## src/rtl/pc_next_unit_pkg.sv

```systemverilog
// Shared next-PC definitions: redirect-source codes and
// processor-wide fetch defaults.
package pc_next_unit_pkg;

    localparam logic [1:0] SRC_SEQ = 2'd0;
    localparam logic [1:0] SRC_BR  = 2'd1;
    localparam logic [1:0] SRC_JMP = 2'd2;
    localparam logic [1:0] SRC_RET = 2'd3;

    localparam int DEF_INSTR_BYTES = 4;
    localparam longint unsigned DEF_RESET_PC = 64'h0;

endpackage

```

## src/rtl/pc_next_unit_if.sv

```systemverilog
// Fetch redirect bus between decode/execute and the next-PC unit.
// The master issues redirects and stalls; the slave owns the PC.
interface pc_next_unit_if #(
    parameter int ADDR_W = 32,
    parameter int IMM_W  = 16
);

    logic              stall;
    logic              branch_taken;
    logic [IMM_W-1:0]  imm;
    logic              jump;
    logic [ADDR_W-1:0] jump_target;
    logic              call;
    logic              ret;
    logic [ADDR_W-1:0] pc;
    logic [ADDR_W-1:0] pc_next_seq;
    logic [ADDR_W-1:0] branch_target;
    logic              pending;
    logic              ras_empty;
    logic              ras_full;
    logic              ras_underflow;

    modport master (
        output stall, branch_taken, imm, jump, jump_target, call, ret,
        input  pc, pc_next_seq, branch_target, pending,
        input  ras_empty, ras_full, ras_underflow
    );

    modport slave (
        input  stall, branch_taken, imm, jump, jump_target, call, ret,
        output pc, pc_next_seq, branch_target, pending,
        output ras_empty, ras_full, ras_underflow
    );

endinterface

```

## src/rtl/pc_ras.sv

```systemverilog
// Circular return-address stack; a push when full overwrites the
// oldest entry, and push+pop together replaces the top in place.
module pc_ras #(
    parameter int DEPTH = 4,
    parameter int WIDTH = 32
) (
    input  logic             clk,
    input  logic             reset,
    input  logic             push,
    input  logic             pop,
    input  logic [WIDTH-1:0] push_data,
    output logic [WIDTH-1:0] top_data,
    output logic             empty,
    output logic             full
);

    localparam int PW = $clog2(DEPTH);
    localparam int CW = $clog2(DEPTH + 1);

    logic [WIDTH-1:0] mem [DEPTH];
    logic [PW-1:0]    ptr;
    logic [PW-1:0]    top_idx;
    logic [CW-1:0]    count;

    assign top_idx  = ptr - PW'(1);
    assign top_data = mem[top_idx];
    assign empty    = (count == '0);
    assign full     = (count == CW'(DEPTH));

    always_ff @(posedge clk) begin
        if (reset) begin
            ptr   <= '0;
            count <= '0;
        end else if (push && pop && !empty) begin
            mem[top_idx] <= push_data;
        end else if (push) begin
            // ptr wraps onto the oldest slot once the stack is full
            mem[ptr] <= push_data;
            ptr      <= ptr + PW'(1);
            if (!full)
                count <= count + CW'(1);
        end else if (pop && !empty) begin
            ptr   <= ptr - PW'(1);
            count <= count - CW'(1);
        end
    end

endmodule

```

## src/rtl/pc_next_unit.sv

```systemverilog
// Fetch-stage next-PC generator: owns the PC, arbitrates redirects,
// holds a redirect across stalls and keeps a return-address stack.
module pc_next_unit
    import pc_next_unit_pkg::*;
#(
    parameter int              ADDR_W      = 32,
    parameter int              IMM_W       = 16,
    parameter int              IMM_SHIFT   = 2,
    parameter int              INSTR_BYTES = DEF_INSTR_BYTES,
    parameter longint unsigned RESET_PC    = DEF_RESET_PC,
    parameter int              RAS_DEPTH   = 4
) (
    input logic          clk,
    input logic          reset,
    pc_next_unit_if.slave bus
);

    logic [ADDR_W-1:0] pc_q;
    logic [ADDR_W-1:0] seq;
    logic [ADDR_W-1:0] offset;
    logic [ADDR_W-1:0] br_tgt;
    logic [ADDR_W-1:0] tgt;
    logic [ADDR_W-1:0] pend_tgt;
    logic [ADDR_W-1:0] ras_top;
    logic [1:0]        src;
    logic              req;
    logic              pend_q;
    logic              und_q;
    logic              ras_empty;
    logic              ras_full;

    assign offset = {{(ADDR_W-IMM_W){bus.imm[IMM_W-1]}}, bus.imm} << IMM_SHIFT;
    assign seq    = pc_q + ADDR_W'(INSTR_BYTES);
    assign br_tgt = seq + offset;

    // Sources overlap, so the first match wins
    always_comb begin
        src = SRC_SEQ;
        priority case (1'b1)
            bus.ret:          src = SRC_RET;
            bus.jump:         src = SRC_JMP;
            bus.branch_taken: src = SRC_BR;
            default:          src = SRC_SEQ;
        endcase
    end

    always_comb begin
        tgt = seq;
        case (src)
            SRC_RET: tgt = ras_empty ? bus.jump_target : ras_top;
            SRC_JMP: tgt = bus.jump_target;
            SRC_BR:  tgt = br_tgt;
            default: tgt = seq;
        endcase
    end

    assign req = (src != SRC_SEQ);

    pc_ras #(
        .DEPTH (RAS_DEPTH),
        .WIDTH (ADDR_W)
    ) u_ras (
        .clk       (clk),
        .reset     (reset),
        .push      (bus.call & bus.jump),
        .pop       (bus.ret),
        .push_data (seq),
        .top_data  (ras_top),
        .empty     (ras_empty),
        .full      (ras_full)
    );

    always_ff @(posedge clk) begin
        if (reset) begin
            pc_q     <= ADDR_W'(RESET_PC);
            pend_q   <= 1'b0;
            pend_tgt <= '0;
            und_q    <= 1'b0;
        end else begin
            und_q <= bus.ret & ras_empty;
            if (!bus.stall) begin
                pend_q <= 1'b0;
                if (req)
                    pc_q <= tgt;
                else if (pend_q)
                    pc_q <= pend_tgt;
                else
                    pc_q <= seq;
            end else if (req) begin
                pend_q   <= 1'b1;
                pend_tgt <= tgt;
            end
        end
    end

    assign bus.pc            = pc_q;
    assign bus.pc_next_seq   = seq;
    assign bus.branch_target = br_tgt;
    assign bus.pending       = pend_q;
    assign bus.ras_empty     = ras_empty;
    assign bus.ras_full      = ras_full;
    assign bus.ras_underflow = und_q;

endmodule

```

## src/flat_wrapper.sv

```systemverilog
// flat-port wrapper written by rule: the top's interface ports become plain ports
module pc_next_unit_flat import pc_next_unit_pkg::*;
#(
    parameter int              ADDR_W      = 32,
    parameter int              IMM_W       = 16,
    parameter int              IMM_SHIFT   = 2,
    parameter int              INSTR_BYTES = DEF_INSTR_BYTES,
    parameter longint unsigned RESET_PC    = DEF_RESET_PC,
    parameter int              RAS_DEPTH   = 4
)
  (clk, reset, bus_stall, bus_branch_taken, bus_imm, bus_jump, bus_jump_target, bus_call, bus_ret, bus_pc, bus_pc_next_seq, bus_branch_target, bus_pending, bus_ras_empty, bus_ras_full, bus_ras_underflow);
  pc_next_unit_if #(.ADDR_W(ADDR_W), .IMM_W(IMM_W)) bus_i ();
  input logic clk;
  input logic reset;
  input wire logic [$bits(bus_i.stall)-1:0] bus_stall;
  input wire logic [$bits(bus_i.branch_taken)-1:0] bus_branch_taken;
  input wire logic [$bits(bus_i.imm)-1:0] bus_imm;
  input wire logic [$bits(bus_i.jump)-1:0] bus_jump;
  input wire logic [$bits(bus_i.jump_target)-1:0] bus_jump_target;
  input wire logic [$bits(bus_i.call)-1:0] bus_call;
  input wire logic [$bits(bus_i.ret)-1:0] bus_ret;
  output wire logic [$bits(bus_i.pc)-1:0] bus_pc;
  output wire logic [$bits(bus_i.pc_next_seq)-1:0] bus_pc_next_seq;
  output wire logic [$bits(bus_i.branch_target)-1:0] bus_branch_target;
  output wire logic [$bits(bus_i.pending)-1:0] bus_pending;
  output wire logic [$bits(bus_i.ras_empty)-1:0] bus_ras_empty;
  output wire logic [$bits(bus_i.ras_full)-1:0] bus_ras_full;
  output wire logic [$bits(bus_i.ras_underflow)-1:0] bus_ras_underflow;
  assign bus_i.stall = bus_stall;
  assign bus_i.branch_taken = bus_branch_taken;
  assign bus_i.imm = bus_imm;
  assign bus_i.jump = bus_jump;
  assign bus_i.jump_target = bus_jump_target;
  assign bus_i.call = bus_call;
  assign bus_i.ret = bus_ret;
  assign bus_pc = bus_i.pc;
  assign bus_pc_next_seq = bus_i.pc_next_seq;
  assign bus_branch_target = bus_i.branch_target;
  assign bus_pending = bus_i.pending;
  assign bus_ras_empty = bus_i.ras_empty;
  assign bus_ras_full = bus_i.ras_full;
  assign bus_ras_underflow = bus_i.ras_underflow;
  pc_next_unit #(.ADDR_W(ADDR_W), .IMM_W(IMM_W), .IMM_SHIFT(IMM_SHIFT), .INSTR_BYTES(INSTR_BYTES), .RESET_PC(RESET_PC), .RAS_DEPTH(RAS_DEPTH)) u_core (.clk(clk), .reset(reset), .bus(bus_i));
endmodule
```

## config.mk

```make
export PLATFORM = sky130hd
export DESIGN_NAME = pc_next_unit_flat
export DESIGN_NICKNAME = d
export VERILOG_FILES = /design/src/rtl/pc_next_unit_pkg.sv /design/src/rtl/pc_next_unit_if.sv /design/src/rtl/pc_ras.sv /design/src/rtl/pc_next_unit.sv /design/src/flat_wrapper.sv
export SDC_FILE = /design/constraint.sdc
export NUM_CORES = 1
export LEC_CHECK = 0
export CORE_ASPECT_RATIO = 1.5
export CORE_MARGIN = 3
export CORE_UTILIZATION = 55
export CTS_BUF_LIST = sky130_fd_sc_hd__clkbuf_4 sky130_fd_sc_hd__clkbuf_8 sky130_fd_sc_hd__clkbuf_16
export DETAILED_ROUTE_END_ITERATION = 7
export GPL_TIMING_DRIVEN = 0
export HOLD_SLACK_MARGIN = 0.02
export PLACE_DENSITY_LB_ADDON = 0.1
export SLEW_MARGIN = 40
export SYNTH_ARGS = -nofsm -noshare
export SYNTH_HDL_FRONTEND = slang
export SYNTH_HIERARCHICAL = 1
export SYNTH_SLANG_ARGS = --single-unit
```

## constraint.sdc

```tcl
create_clock -name clk -period 5 [get_ports clk]
set_input_delay 0.5 -clock clk [delete_from_list [all_inputs] [get_ports clk]]
set_output_delay 0.5 -clock clk [all_outputs]
set_load 0.005 [all_outputs]
```

# Word level (Yosys, flattened, before mapping)
# Memories as Yosys holds them, arrays and structs flattened.
# Index checks and enable logic that the tools add are counted.
dict set report classes {
  add_sub_neg 6
  n_eq_ne 5
  n_mux 22
  bitwise_logic 4
  reduce_logical 12
}
# op n
set op_table {}
lappend op_table {{32-bit two-way mux} 4}
lappend op_table {{32-bit one-hot mux with 3 select lines} 1}
lappend op_table {{32-bit by 3-bit adder with 32-bit output, second input constant} 1}
lappend op_table {{32-bit adder} 1}
lappend op_table {{32-bit OR reduction} 1}
lappend op_table {{2-bit two-way mux} 5}
lappend op_table {{1-bit two-way mux} 9}
lappend op_table {{3-bit two-way mux} 3}
lappend op_table {{2-bit == test, second input constant} 2}
lappend op_table {{2-bit AND reduction} 2}
lappend op_table {{2-bit nonzero test} 2}
lappend op_table {{3-bit by 1-bit adder with 3-bit output, second input constant} 1}
lappend op_table {{3-bit == test, second input constant} 1}
lappend op_table {{1-bit logical AND} 3}
lappend op_table {{3-bit zero test} 1}
lappend op_table {{3-bit AND reduction} 1}
lappend op_table {{3-bit by 1-bit subtractor with 3-bit output, second input constant} 1}
lappend op_table {{2-bit by 1-bit adder with 2-bit output, second input constant} 1}
lappend op_table {{1-bit AND} 2}
lappend op_table {{2-bit by 1-bit == test with 1-bit output, second input constant} 1}
lappend op_table {{2-bit inequality test, second input constant} 1}
lappend op_table {{1-bit inverter} 2}
lappend op_table {{2-bit OR reduction} 1}
lappend op_table {{2-bit by 1-bit subtractor with 2-bit output, second input constant} 1}
lappend op_table {{1-bit zero test} 1}
dict set report word_totals {
  reg_bits 71
  ram_bits 128
  out_inout_bits 100
  word_cells 56
  mem_count 1
}
# name depth width read_ports rd_ports_with_merged_regs write_ports line
set memory_table {}
lappend memory_table {u_core.u_ras.mem 4 32 1 0 1 pc_ras.sv:20} ;# logic [WIDTH-1:0] mem [DEPTH];

# Longest topological paths before layout
# Gate-level depths: netlist (run 1).
dict set report logic_depth {
  ltp_word 8
  mapped_depth 17
  mapped_depth_nobuf 15
}

# By module
# The synthesis (run 1) kept the hierarchy.
# mod instances cells_per_inst area_per_inst_um2
set modules_own_cells {}
lappend modules_own_cells {pc_next_unit 1 700 5436.5}
lappend modules_own_cells {pc_ras 1 225 5046.1}

# Least setup slack after synthesis (run 1)
# Ideal clock, no wire load.
dict set report synth_timing {
  path_kind {in2reg}
  from {input bus_ret}
  to {memory u_core.u_ras.mem[0][0] (enable)}
  setup_ns 0.468
  arrival_time_ns 3.401
  required_time_ns 4.532
  slack_ns 1.131
  cell_stages 4
  n_path_buf 1
  path_cell_list {buf_6 -> o31a_1 -> xnor2_2 -> nor3b_1}
}
dict set report synth_between {
  elab_chain_cells 7
}
# element line
set synth_lines {}
lappend synth_lines {{start: declaration} flat_wrapper.sv:21} ;# input wire logic [$bits(bus_i.ret)-1:0] bus_ret;
lappend synth_lines {{1-bit logical AND (*) (2 in a row)} pc_ras.sv:34} ;# end else if (push && pop && !empty) begin
lappend synth_lines {{1-bit two-way mux} pc_ras.sv:34}
lappend synth_lines {{1-bit two-way mux} pc_ras.sv:31} ;# if (reset) begin
lappend synth_lines {{1-bit two-way mux (not written as such)} pc_ras.sv:38} ;# mem[ptr] <= push_data;
lappend synth_lines {{32-bit OR reduction (no source line)} n/a}
lappend synth_lines {{2-bit two-way mux (no source line) / 1-bit two-way mux (equally long branches)} n/a}
lappend synth_lines {{end: declaration} pc_ras.sv:20}
# Every way passes the cells marked *; elsewhere a longest branch is shown, timed or not.

# Final worst setup path (run 1)
dict set report layout_timing {
  from {register u_core.pc_q[6], in the netlist u_core/bus.pc[6]}
  to {output bus_branch_target[29]}
}
dict set report layout_between {
  elab_chain_cells 2
}
# element line
set layout_lines {}
lappend layout_lines {{start: declaration} pc_next_unit.sv:18} ;# logic [ADDR_W-1:0] pc_q;
lappend layout_lines {{start signal: assignment} pc_next_unit.sv:75} ;# pc_q <= ADDR_W'(RESET_PC);
lappend layout_lines {{start signal: assignment} pc_next_unit.sv:84} ;# pc_q <= tgt;
lappend layout_lines {{start signal: assignment} pc_next_unit.sv:86} ;# pc_q <= pend_tgt;
lappend layout_lines {{32-bit by 3-bit adder with 32-bit output} pc_next_unit.sv:33} ;# assign seq = pc_q + ADDR_W'(INSTR_BYTES);
lappend layout_lines {{32-bit adder} pc_next_unit.sv:34} ;# assign br_tgt = seq + offset;
lappend layout_lines {{end: declaration} flat_wrapper.sv:24} ;# output wire logic [$bits(bus_i.branch_target)-1:0] bus_branch_target;
# Every way passes these cells.

==> results.sh, run 1 <==
export IMPL_critPathTopFamily="compound AO/OA/AOI/OAI gates"
export IMPL_path_cells="and3_1 -> nand3_2 -> xnor2_2 -> ha_1 -> o21ai_0 -> a21oi_2 -> a41oi_4 -> nor2_2 -> a211oi_2 -> buf_4 -> o21bai_1 -> xor2_1 -> clkdlybuf4s50_1"
export IMPL_slew_violations=0
export IMPL_htreeDepth=4
export IMPL_ff2ff_setup_slack_ns=0.68
export IMPL_num_rows=61
export IMPL_cp_start_kind="flip-flop"
export IMPL_clkSinkCount=199
export IMPL_die_area_um2=20800
export IMPL_grt_start_max_net_pins=20
export IMPL_antenna_found_initial=0
export IMPL_synth_edf_count=128
export IMPL_hold_slack_ns=0.498
export IMPL_critPathKind="reg2out"
export IMPL_synth_cell_types=60
export IMPL_yosys_warnings=6
export IMPL_critPathMaxFanout=7
export IMPL_rr_worst_depth=15
export IMPL_drive_above_1_share_pct=18.5
export IMPL_ys_dominant_reg_cell="edfxtp_1"
export IMPL_numCtsBuffers=17
export IMPL_placed_cells=1343
export IMPL_grt_overflow_total=0
export IMPL_power_leakage_uw=0.00504
export IMPL_antennaDiodeCount=0
export IMPL_setup_viol=0
export IMPL_fmax_ghz=0.204
export IMPL_die_width_um=119
export IMPL_hpwlAfterDp_mm=24.4
export IMPL_drtIter0Drc=1147
export IMPL_hold_depth=2
export IMPL_firstDrtPassIters=8
export IMPL_outcome="finished with violations"
export IMPL_max_slew_margin_pct=40.7
export IMPL_final_antenna_net_count=0
export IMPL_finalCriticalPeriod_ns=4.90
export IMPL_hp_start="u_core/pend_tgt[22]$_SDFFE_PP0P_"
export IMPL_synthCells=925
export IMPL_wirelength_mm=34.7
export IMPL_detail_route_wl_per_cell_um=24.8
export IMPL_slowest_delay_ns=0.56
export IMPL_ios=155
export IMPL_final_hold_viol_count=0
export IMPL_clk_pin_slew_worst_paths_ns=0.07
export IMPL_core_um2=18600
export IMPL_final_core_util_pct=74.4
export IMPL_port_buffers=154
export IMPL_die_height_um=175
export IMPL_synth_fp_nets=1018
export IMPL_worstPathRequired_ns=4.50
export IMPL_final_cells=1397
export IMPL_peakVddDrop_v=0.000254
export IMPL_powerDensity_nw_per_um2=352
export IMPL_r2r_start="u_core/bus.pc[6]$_SDFFE_PP0N_"
export IMPL_reg2reg_to="u_core/bus.pc[25]$_SDFFE_PP0N_"
export IMPL_grt_pass1_vias=8989
export IMPL_start_util_pct=56.3
export IMPL_grtUsageTotal_pct=32.8
export IMPL_layout_nets=1225
export IMPL_drc=2
export IMPL_tightest_slew_ns=0.890
export IMPL_slowest_stage="clkdlybuf4s50_1"
export IMPL_hold_buffers=0
export IMPL_max_cap_viol_count=0
export IMPL_postSynthAreaPerCell_um2=11.3
export IMPL_cts_root_buffer="clkbuf_16"
export IMPL_clock_path_buffers=2
export IMPL_clock_latency_ns=0.44
export IMPL_hold_class="reg2reg"
export IMPL_rsz0062_at_grt="yes"
export IMPL_clock_skew_ns=0.0152
export IMPL_routed_via_density=6.50
export IMPL_worst_path_buf_inv=2
export IMPL_worstHoldEndpoint="u_core/pend_tgt[22]$_SDFFE_PP0P_"
export IMPL_syn_to_final_growth_pct=32.2
export IMPL_gp_congestion=0.972
export IMPL_tritoncts="done"
export IMPL_grt_pass1_wl_mm=51.9
export IMPL_async_reset_ff_share_pct=0
export IMPL_critPathArrivalTime_ns=4.40
export IMPL_ys_ff_latch=199
export IMPL_dr_total_vias=9074
export IMPL_yosysSeqAreaShare_pct=50.2
export IMPL_crit_path_end_kind="output pin"
export IMPL_netlist_area_um2=10500
export IMPL_power_uw=4880
export IMPL_timing_final_crit_share_pct=98.0
export IMPL_violations="design-rule violations"
## cell type report
cell class | instances | area [um^2]
Buffer | 56 | 260
Clock inverter | 14 | 156
Multi-Input combinational cell | 638 | 5400
Inverter | 25 | 93.8
Sequential cell | 199 | 5280
Tap cell | 252 | 315
Clock buffer | 18 | 433
Fill cell | 1324 | 4760
Timing Repair Buffer | 195 | 1920
## cells in the mapped netlist (all sizes together), types with 2 or more instances
| library cell | instances | share of area (%) |
|---|---|---|
| a21oi | 60 | 2.9 |
| o31ai | 4 | 0.29 |
| fa | 2 | 0.38 |
| o2111ai | 3 | 0.25 |
| nand2 | 48 | 1.7 |
| xnor2 | 44 | 3.8 |
| mux2i | 7 | 0.67 |
| and4 | 5 | 0.44 |
| a22o | 3 | 0.25 |
| o21bai | 3 | 0.21 |
| and2 | 4 | 0.24 |
| clkbuf | 42 | 1.5 |
| nand4 | 17 | 1.2 |
| o31a | 2 | 0.17 |
| ha | 36 | 4.3 |
| o21a | 4 | 0.29 |
| nand3 | 19 | 0.91 |
| buf | 21 | 1.2 |
| a211oi | 31 | 2.2 |
| dfxtp | 71 | 14 |
| or2 | 2 | 0.12 |
| nor2b | 8 | 0.48 |
| a222oi | 27 | 2.6 |
| a31oi | 7 | 0.42 |
| o211ai | 24 | 1.7 |
| and3 | 9 | 0.55 |
| a21o | 15 | 1.1 |
| inv | 24 | 0.86 |
| nand2b | 17 | 1.0 |
| mux2 | 8 | 0.86 |
| xor2 | 16 | 1.5 |
| o21ai | 35 | 1.7 |
| nor3 | 15 | 0.72 |
| nor4 | 2 | 0.12 |
| a21boi | 2 | 0.14 |
| mux4 | 32 | 6.9 |
| or3 | 5 | 0.30 |
| nor2 | 94 | 3.5 |
| a311oi | 7 | 0.58 |
| edfxtp | 128 | 37 |
| a221oi | 10 | 0.84 |
| nor3b | 3 | 0.21 |
## flip-flops by register name, indices dropped and copies added, names as in the netlist
signal / flops
u_core/bus.pc: 32
u_core/bus.ras_underflow: 1
u_core/u_ras/mem: 128
u_core/bus.pending: 1
u_core/u_ras/ptr: 2
u_core/pend_tgt: 32
u_core/u_ras/count: 3
## routing by layer
layer	vias to the layer above	track usage [%]	routed length, um
met5	-	0	0
li1	3984	-	-
met4	0	18.5	2110
met2	595	55.7	17200
met1	4363	39.9	12300
met3	132	5.02	3010
## power by group
group	switching (uW)	total (uW)	internal [uW]
combinational	804	1530	730
clock	669	1390	721
sequential	87.3	1950	1870
total	1560	4880	3320
## worst max path at each step
stage / start / end / slack, ns / cells past startpoint
4_1_cts: u_core/bus.pc[7]$_SDFFE_PP0N_ / bus_branch_target[30] / 0.001 / 15
3_3_place_gp: bus_ret / u_core/u_ras/mem[0][15]$_DFFE_PP_ / -1.80 / 5
3_5_place_dp: u_core/bus.pc[2]$_SDFFE_PP0N_ / bus_branch_target[25] / -0.46 / 14
5_1_grt: u_core/bus.pc[2]$_SDFFE_PP0N_ / bus_branch_target[27] / -0.04 / 15
6_report: u_core/bus.pc[6]$_SDFFE_PP0N_ / bus_branch_target[29] / 0.1 / 13
2_1_floorplan: bus_ret / u_core/u_ras/mem[0][0]$_DFFE_PP_ / 1.13 / 4
## logic make-up after synthesis
logic type / synth area share (%)
XOR/XNOR: 5.34
adder cells (fa/ha/maj): 4.68
AND/OR/NAND/NOR: 11.6
flip-flops: 50.2
AO/OA/AOI/OAI: 16.1
buffers and inverters: 3.63
multiplexers: 8.40
## layout by cell type (no fill, tap or decap), drive strengths merged, types with 4 or more instances in the layout
master	netlist	layout
a222oi	27	27
mux2	8	8
a221oi	10	10
buf	21	63
o21a	4	4
o211ai	24	24
a21o	15	15
nand4	17	17
inv	24	34
dfxtp	71	71
a311oi	7	7
or3	5	5
and2	4	4
clkbuf	42	53
mux4	32	32
o21ai	35	35
clkdlybuf4s50	0	153
and4	5	5
xor2	16	16
ha	36	36
a31oi	7	7
nand3	19	19
edfxtp	128	128
xnor2	44	44
and3	9	9
a21oi	60	60
nand2	48	48
a211oi	31	31
nor3	15	15
nand2b	17	17
o31ai	4	4
mux2i	7	7
nor2	94	94
nor2b	8	8
## through the flow
stage | setup TNS [ns] | cell area, um^2 | setup slack (ns)
2_1_floorplan | 0 | 10500 | 1.13
3_3_place_gp | -71.13 | 12300 | -1.80
3_5_place_dp | -3.83 | 12600 | -0.463
4_1_cts | 0 | 13500 | 0.00121
5_1_grt | -0.0761 | 13900 | -0.0386
6_report | 0 | 13900 | 0.0976
## worst min-delay path: stages, from the launching register on
cell and delay (ns):
dfxtp_1 0.31, nor2_1 0.10, nor3_1 0.05
## what timing repair did
item	in CTS	in global routing
pin swaps	13	14
cloned	0	0
endpoints found under the setup margin	26	12
gates resized for setup	56	37
hold endpoints to repair	0	0
buffers inserted	9	20
Power figures use the tool's default switching activity.
==> inputs of run 2 (changes only) <==
--- a/config.mk
+++ b/config.mk
@@ -7,8 +7,9 @@
 export LEC_CHECK = 0
 export CORE_ASPECT_RATIO = 1.5
 export CORE_MARGIN = 3
-export CORE_UTILIZATION = 55
+export CORE_UTILIZATION = 53
 export CTS_BUF_LIST = sky130_fd_sc_hd__clkbuf_4 sky130_fd_sc_hd__clkbuf_8 sky130_fd_sc_hd__clkbuf_16
+export CTS_CLUSTER_SIZE = 24
 export DETAILED_ROUTE_END_ITERATION = 7
 export GPL_TIMING_DRIVEN = 0
 export HOLD_SLACK_MARGIN = 0.02
==> run 2 against run 1 <==
The flow still finishes with violations (design-rule violations). Global-route usage fell by 1.5 points. Cell count about the same. Core utilization shrank 3.2 points. First-iteration DRC count fell by 13%. Highest routed layer unchanged.
==> results.sh, run 2 (synthesized netlist as in run 1, its figures left out) <==
export IMPL_crit_path_end_kind="output pin"
export IMPL_final_hold_viol_count=0
export IMPL_die_height_um=178
export IMPL_violations="design-rule violations"
export IMPL_tritoncts="done"
export IMPL_worstHoldEndpoint="u_core/pend_tgt[24]$_SDFFE_PP0P_"
export IMPL_critPathKind="reg2out"
export IMPL_rr_worst_depth=17
export IMPL_critPathMaxFanout=6
export IMPL_tightest_slew_ns=0.840
export IMPL_htreeDepth=4
export IMPL_numCtsBuffers=17
export IMPL_peakVddDrop_v=0.000215
export IMPL_grt_pass1_vias=8886
export IMPL_grtUsageTotal_pct=31.3
export IMPL_die_area_um2=21500
export IMPL_firstDrtPassIters=8
export IMPL_start_util_pct=54.3
export IMPL_dr_total_vias=9127
export IMPL_critPathArrivalTime_ns=4.42
export IMPL_clock_skew_ns=0.0118
export IMPL_hold_depth=2
export IMPL_wl_met2_mm=17.4
export IMPL_ff2ff_setup_slack_ns=0.56
export IMPL_max_cap_viol_count=0
export IMPL_ios=155
export IMPL_r2r_start="u_core/bus.pc[10]$_SDFFE_PP0N_"
export IMPL_nFillCells=1422
export IMPL_power_leakage_uw=0.00499
export IMPL_antennaDiodeCount=0
export IMPL_drtIter0Drc=1000
export IMPL_num_rows=62
export IMPL_hpwlAfterDp_mm=24.3
export IMPL_layout_common_cells="clkdlybuf4s50_1, edfxtp_1, nor2_1"
export IMPL_antenna_found_initial=0
export IMPL_routed_via_density=6.54
export IMPL_clock_path_buffers=2
export IMPL_fmax_ghz=0.203
export IMPL_hold_slack_ns=0.496
export IMPL_core_um2=19300
export IMPL_dr_max_layer_used="met4"
export IMPL_grt_pass1_wl_mm=50.4
export IMPL_powerDensity_nw_per_um2=351
export IMPL_finalCriticalPeriod_ns=4.92
export IMPL_grt_start_max_net_pins=33
export IMPL_drive_above_1_share_pct=17.8
export IMPL_detail_route_wl_per_cell_um=24.7
export IMPL_clkSinkCount=199
export IMPL_port_buffers=154
export IMPL_power_uw=4820
export IMPL_hold_class="reg2reg"
export IMPL_max_slew_margin_pct=43.9
export IMPL_clock_latency_ns=0.43
export IMPL_syn_to_final_growth_pct=31.2
export IMPL_worstPathRequired_ns=4.50
export IMPL_wirelength_mm=34.5
export IMPL_wl_met3_mm=2.83
export IMPL_gp_congestion=0.961
export IMPL_setup_viol=0
export IMPL_largest_register_ff_count=128
export IMPL_reg2reg_to="u_core/bus.pc[30]$_SDFFE_PP0N_"
export IMPL_path_cells="ha_2 -> nand3_2 -> nor2_4 -> nand2_1 -> xnor2_4 -> ha_1 -> o21ai_0 -> a21oi_2 -> a41oi_2 -> buf_4 -> nor2_1 -> a211oi_2 -> buf_4 -> o21ai_0 -> xor2_1 -> clkdlybuf4s50_1"
export IMPL_cts_root_buffer="clkbuf_16"
export IMPL_final_common_cell="clkdlybuf4s50_1"
export IMPL_wl_met1_mm=12.4
export IMPL_slew_violations=0
export IMPL_final_antenna_net_count=0
export IMPL_grt_overflow_total=0
export IMPL_hold_buffers=0
export IMPL_clk_pin_slew_worst_paths_ns=0.07
export IMPL_layout_nets=1220
export IMPL_hp_start="u_core/pend_tgt[24]$_SDFFE_PP0P_"
export IMPL_cp_start_kind="flip-flop"
export IMPL_slowest_delay_ns=0.57
export IMPL_regMostFlops="u_core/u_ras/mem"
export IMPL_outcome="finished with violations"
export IMPL_drc=3
export IMPL_die_width_um=121
export IMPL_timing_final_crit_share_pct=98.4
export IMPL_rsz0062_at_grt="yes"
export IMPL_slowest_stage="clkdlybuf4s50_1"
[run 2: changes by cell type in the layout (fill, tap and decap cells not counted), sizes merged]
| cell | previous run | this run |
|---|---|---|
| clkdlybuf4s50 | 153 | 152 |
| dlygate4sd2 | 0 | 1 |
| clkbuf | 53 | 56 |
| clkinv | 2 | 3 |
| clkinvlp | 2 | 3 |
| buf | 63 | 58 |
| inv | 34 | 29 |
[run 2: worst max path at each step]
| stage | cells after the start | startpoint | end | slack (ns) |
|---|---|---|---|---|
| CTS | 14 | u_core/bus.pc[10]$_SDFFE_PP0N_ | bus_branch_target[26] | 0.02 |
| global route | 16 | u_core/bus.pc[2]$_SDFFE_PP0N_ | bus_branch_target[25] | -0.06 |
| floorplan | 4 | bus_ret | u_core/u_ras/mem[0][0]$_DFFE_PP_ | 1.13 |
| global placement | 5 | bus_jump | u_core/u_ras/mem[0][15]$_DFFE_PP_ | -1.95 |
| detailed placement | 14 | u_core/bus.pc[2]$_SDFFE_PP0N_ | bus_branch_target[27] | -0.47 |
| finish | 16 | u_core/bus.pc[2]$_SDFFE_PP0N_ | bus_branch_target[25] | 0.08 |
[run 2: metrics by stage]
stage / instance area (um^2) / setup TNS [ns] / utilization, % / std cells / setup WS (ns)
2_1_floorplan: 10500 / 0 / - / 925 / 1.13
3_3_place_gp: 12300 / -82.32 / 63.9 / 1335 / -1.95
3_5_place_dp: 12500 / -2.95 / 64.9 / 1346 / -0.473
4_1_cts: 13500 / 0 / 69.9 / 1384 / 0.0203
5_1_grt: 13800 / -0.143 / 71.2 / 1396 / -0.0631
6_report: 13800 / 0 / 71.2 / 1396 / 0.0813
[run 2: power breakdown]
part / internal [uW] / leakage, uW / switching [uW]
combinational: 713 / 0.00293 / 785
clock: 744 / 0.000282 / 624
sequential: 1870 / 0.00177 / 88.8
[run 2: timing repair]
| item | in CTS | in global routing |
|---|---|---|
| pin swaps | 12 | 10 |
| endpoints found under the setup margin | 28 | 13 |
| gates resized for setup | 55 | 31 |
| setup buffers | 10 | 15 |
[run 2: cell type report]
cell class	count	area [um^2]	area share (%)
Timing Repair Buffer	190	1870	13.6
Tap cell	256	320	2.33
Inverter	25	93.8	0.682
Sequential cell	199	5280	38.4
Buffer	56	262	1.90
Multi-Input combinational cell	638	5340	38.8
Clock buffer	21	473	3.44
Clock inverter	11	113	0.819
[run 2: worst max-delay path, delay by kind of cell (launching register included)]
kind / cells / cell delay, ns
xor gates and xnor gates: 2 / 0.52
AOI/OAI and AO/OA: 5 / 0.78
and+or+nand+nor: 4 / 0.68
buffers and inverters: 3 / 0.92
DFF: 1 / 0.42
adders and majority gates: 2 / 0.64
[run 2: routing by layer]
metal / up-vias / global-route usage (%)
met5: - / 0
met4: 0 / 15.9
met3: 135 / 4.47
met2: 581 / 54.0
met1: 4443 / 38.2
li1: 3968 / -
==> inputs of run 3 (changes only) <==
--- a/config.mk
+++ b/config.mk
@@ -6,7 +6,7 @@
 export NUM_CORES = 1
 export LEC_CHECK = 0
 export CORE_ASPECT_RATIO = 1.5
-export CORE_MARGIN = 3
+export CORE_MARGIN = 1.5
 export CORE_UTILIZATION = 53
 export CTS_BUF_LIST = sky130_fd_sc_hd__clkbuf_4 sky130_fd_sc_hd__clkbuf_8 sky130_fd_sc_hd__clkbuf_16
 export CTS_CLUSTER_SIZE = 24
==> run 3 against run 2 <==
The run still ends with design-rule violations left. Cell count stayed put. Sequential power about the same. Clock power is 4% lower. First-iteration DRC count is 1.9% higher. Core utilization down 0.097 points. Flip-flop and latch count unchanged. Routed wire length grew 4.2%. Total power fell by 0.59%. Highest routed layer unchanged.
==> results.sh, run 3 (synthesized netlist as in run 1, its figures left out) <==
export IMPL_core_um2=19200
export IMPL_grt_pass1_wl_mm=53.4
export IMPL_power_leakage_uw=0.00499
export IMPL_violations="design-rule violations"
export IMPL_slew_violations=0
export IMPL_grt_pass1_vias=9078
export IMPL_ios=155
export IMPL_drtIter0Drc=1019
export IMPL_max_slew_margin_pct=35.9
export IMPL_rsz0062_at_grt="yes"
export IMPL_rr_worst_depth=17
export IMPL_clkSinkCount=199
export IMPL_slowest_stage="clkdlybuf4s50_1"
export IMPL_clock_latency_ns=0.45
export IMPL_max_cap_viol_count=0
export IMPL_firstDrtPassIters=8
export IMPL_critPathArrivalTime_ns=4.36
export IMPL_drive_above_1_share_pct=17.6
export IMPL_slowest_delay_ns=0.55
export IMPL_grt_overflow_total=0
export IMPL_largest_register_ff_count=128
export IMPL_grtUsageTotal_pct=35.1
export IMPL_critPathMaxFanout=6
export IMPL_drc=4
export IMPL_num_rows=62
export IMPL_critPathTopFamily="compound AO/OA/AOI/OAI gates"
export IMPL_path_depth=15
export IMPL_powerDensity_nw_per_um2=350
export IMPL_layout_nets=1220
export IMPL_cts_root_buffer="clkbuf_16"
export IMPL_hold_buffers=0
export IMPL_outcome="finished with violations"
export IMPL_gp_congestion=0.999
export IMPL_finalCriticalPeriod_ns=4.86
export IMPL_antenna_found_initial=0
export IMPL_syn_to_final_growth_pct=30.5
export IMPL_hpwlAfterDp_mm=25.7
export IMPL_tritoncts="done"
export IMPL_nFillCells=1483
export IMPL_peakVddDrop_v=0.000247
export IMPL_hold_class="reg2reg"
export IMPL_fmax_ghz=0.206
export IMPL_timing_final_crit_share_pct=97.1
export IMPL_wirelength_mm=35.9
export IMPL_clock_path_buffers=2
export IMPL_numCtsBuffers=17
export IMPL_worst_path_buf_inv=2
export IMPL_setup_viol=0
export IMPL_final_antenna_net_count=0
export IMPL_htreeDepth=4
export IMPL_die_width_um=118
export IMPL_power_uw=4790
export IMPL_start_util_pct=54.5
export IMPL_hp_start="u_core/pend_tgt[22]$_SDFFE_PP0P_"
export IMPL_routed_via_density=6.52
export IMPL_worstPathRequired_ns=4.50
export IMPL_grt_start_max_net_pins=33
export IMPL_clock_skew_ns=0.0134
export IMPL_path_cells="ha_2 -> nand3_1 -> nor2_4 -> nand2_1 -> xnor2_4 -> ha_1 -> a21oi_1 -> o211ai_1 -> a41oi_2 -> nor2_1 -> a211oi_2 -> buf_4 -> o21bai_1 -> xor2_1 -> clkdlybuf4s50_1"
export IMPL_tightest_slew_ns=0.956
export IMPL_regMostFlops="u_core/u_ras/mem"
export IMPL_die_area_um2=20600
export IMPL_reg2reg_to="u_core/bus.pc[29]$_SDFFE_PP0N_"
export IMPL_final_hold_viol_count=0
export IMPL_layout_common_cells="clkdlybuf4s50_1, edfxtp_1, nor2_1"
export IMPL_final_common_cell="clkdlybuf4s50_1"
export IMPL_ff2ff_setup_slack_ns=0.72
export IMPL_port_buffers=154
export IMPL_setup_worst_path_start="u_core/bus.pc[2]$_SDFFE_PP0N_"
export IMPL_antennaDiodeCount=0
export IMPL_dr_total_vias=9103
export IMPL_worstHoldEndpoint="u_core/pend_tgt[22]$_SDFFE_PP0P_"
export IMPL_crit_path_end_kind="output pin"
export IMPL_die_height_um=175
export IMPL_r2r_start="u_core/bus.pc[2]$_SDFFE_PP0N_"
export IMPL_fin_setup_tns_ns=0
export IMPL_clk_pin_slew_worst_paths_ns=0.07
export IMPL_cp_start_kind="flip-flop"
export IMPL_critPathKind="reg2out"
export IMPL_hold_depth=2
export IMPL_detail_route_wl_per_cell_um=25.7
[run 3: repair_timing]
| item | CTS | global route |
|---|---|---|
| pin swaps | 6 | 13 |
| buffers inserted | 7 | 17 |
| endpoints found under the setup margin | 24 | 16 |
| gates resized for setup | 47 | 43 |
[run 3: final cells by class]
type	count	area, um^2	share of cell area (%)
plain buffers	57	267	1.95
multi-input cells	638	5330	39.0
repair buffers	189	1830	13.3
flip-flops and latches	199	5290	38.7
clock inverters	11	90.1	0.659
clock buffers	21	462	3.38
well taps	256	320	2.34
inverters	25	93.8	0.686
[run 3: how the worst max path moves through the flow]
stage / end / slack, ns
2_1_floorplan: u_core/u_ras/mem[0][0]$_DFFE_PP_ / 1.13
3_3_place_gp: u_core/u_ras/mem[0][6]$_DFFE_PP_ / -1.66
3_5_place_dp: bus_branch_target[27] / -0.36
4_1_cts: bus_branch_target[29] / -0.01
5_1_grt: bus_branch_target[29] / -0.05
6_report: bus_branch_target[29] / 0.14
[run 3: power by group]
| part | internal (uW) | switching, uW |
|---|---|---|
| Combinational | 714 | 810 |
| Clock | 676 | 637 |
| Sequential | 1870 | 89.8 |
| Total | 3260 | 1540 |
[run 3: worst min-delay path, stage by stage (launching register included)]
cell	delay, ns
dfxtp_1	0.31
nor2_1	0.10
nor3_1	0.05
[run 3: stage by stage]
step	instance area, um^2	std cells	utilization, %	hold WS (ns)	worst slack, ns
finish	13700	1396	71.1	0.491	0.143
global route	13700	1396	71.1	0.519	-0.0464
CTS	13300	1380	69.3	0.490	-0.0105
detailed placement	12500	1345	64.9	0.477	-0.362
global placement	12300	1335	64.2	0.473	-1.66
floorplan	10500	925	-	0.465	1.13
[run 3: routing by layer]
layer / GRT usage (%) / vias to the layer above / routed length, um
met4: 23.6 / 0 / 2470
met2: 59.6 / 552 / 17900
met5: 0 / - / 0
met1: 40.9 / 4437 / 12800
met3: 5.52 / 149 / 2720
li1: - / 3965 / -
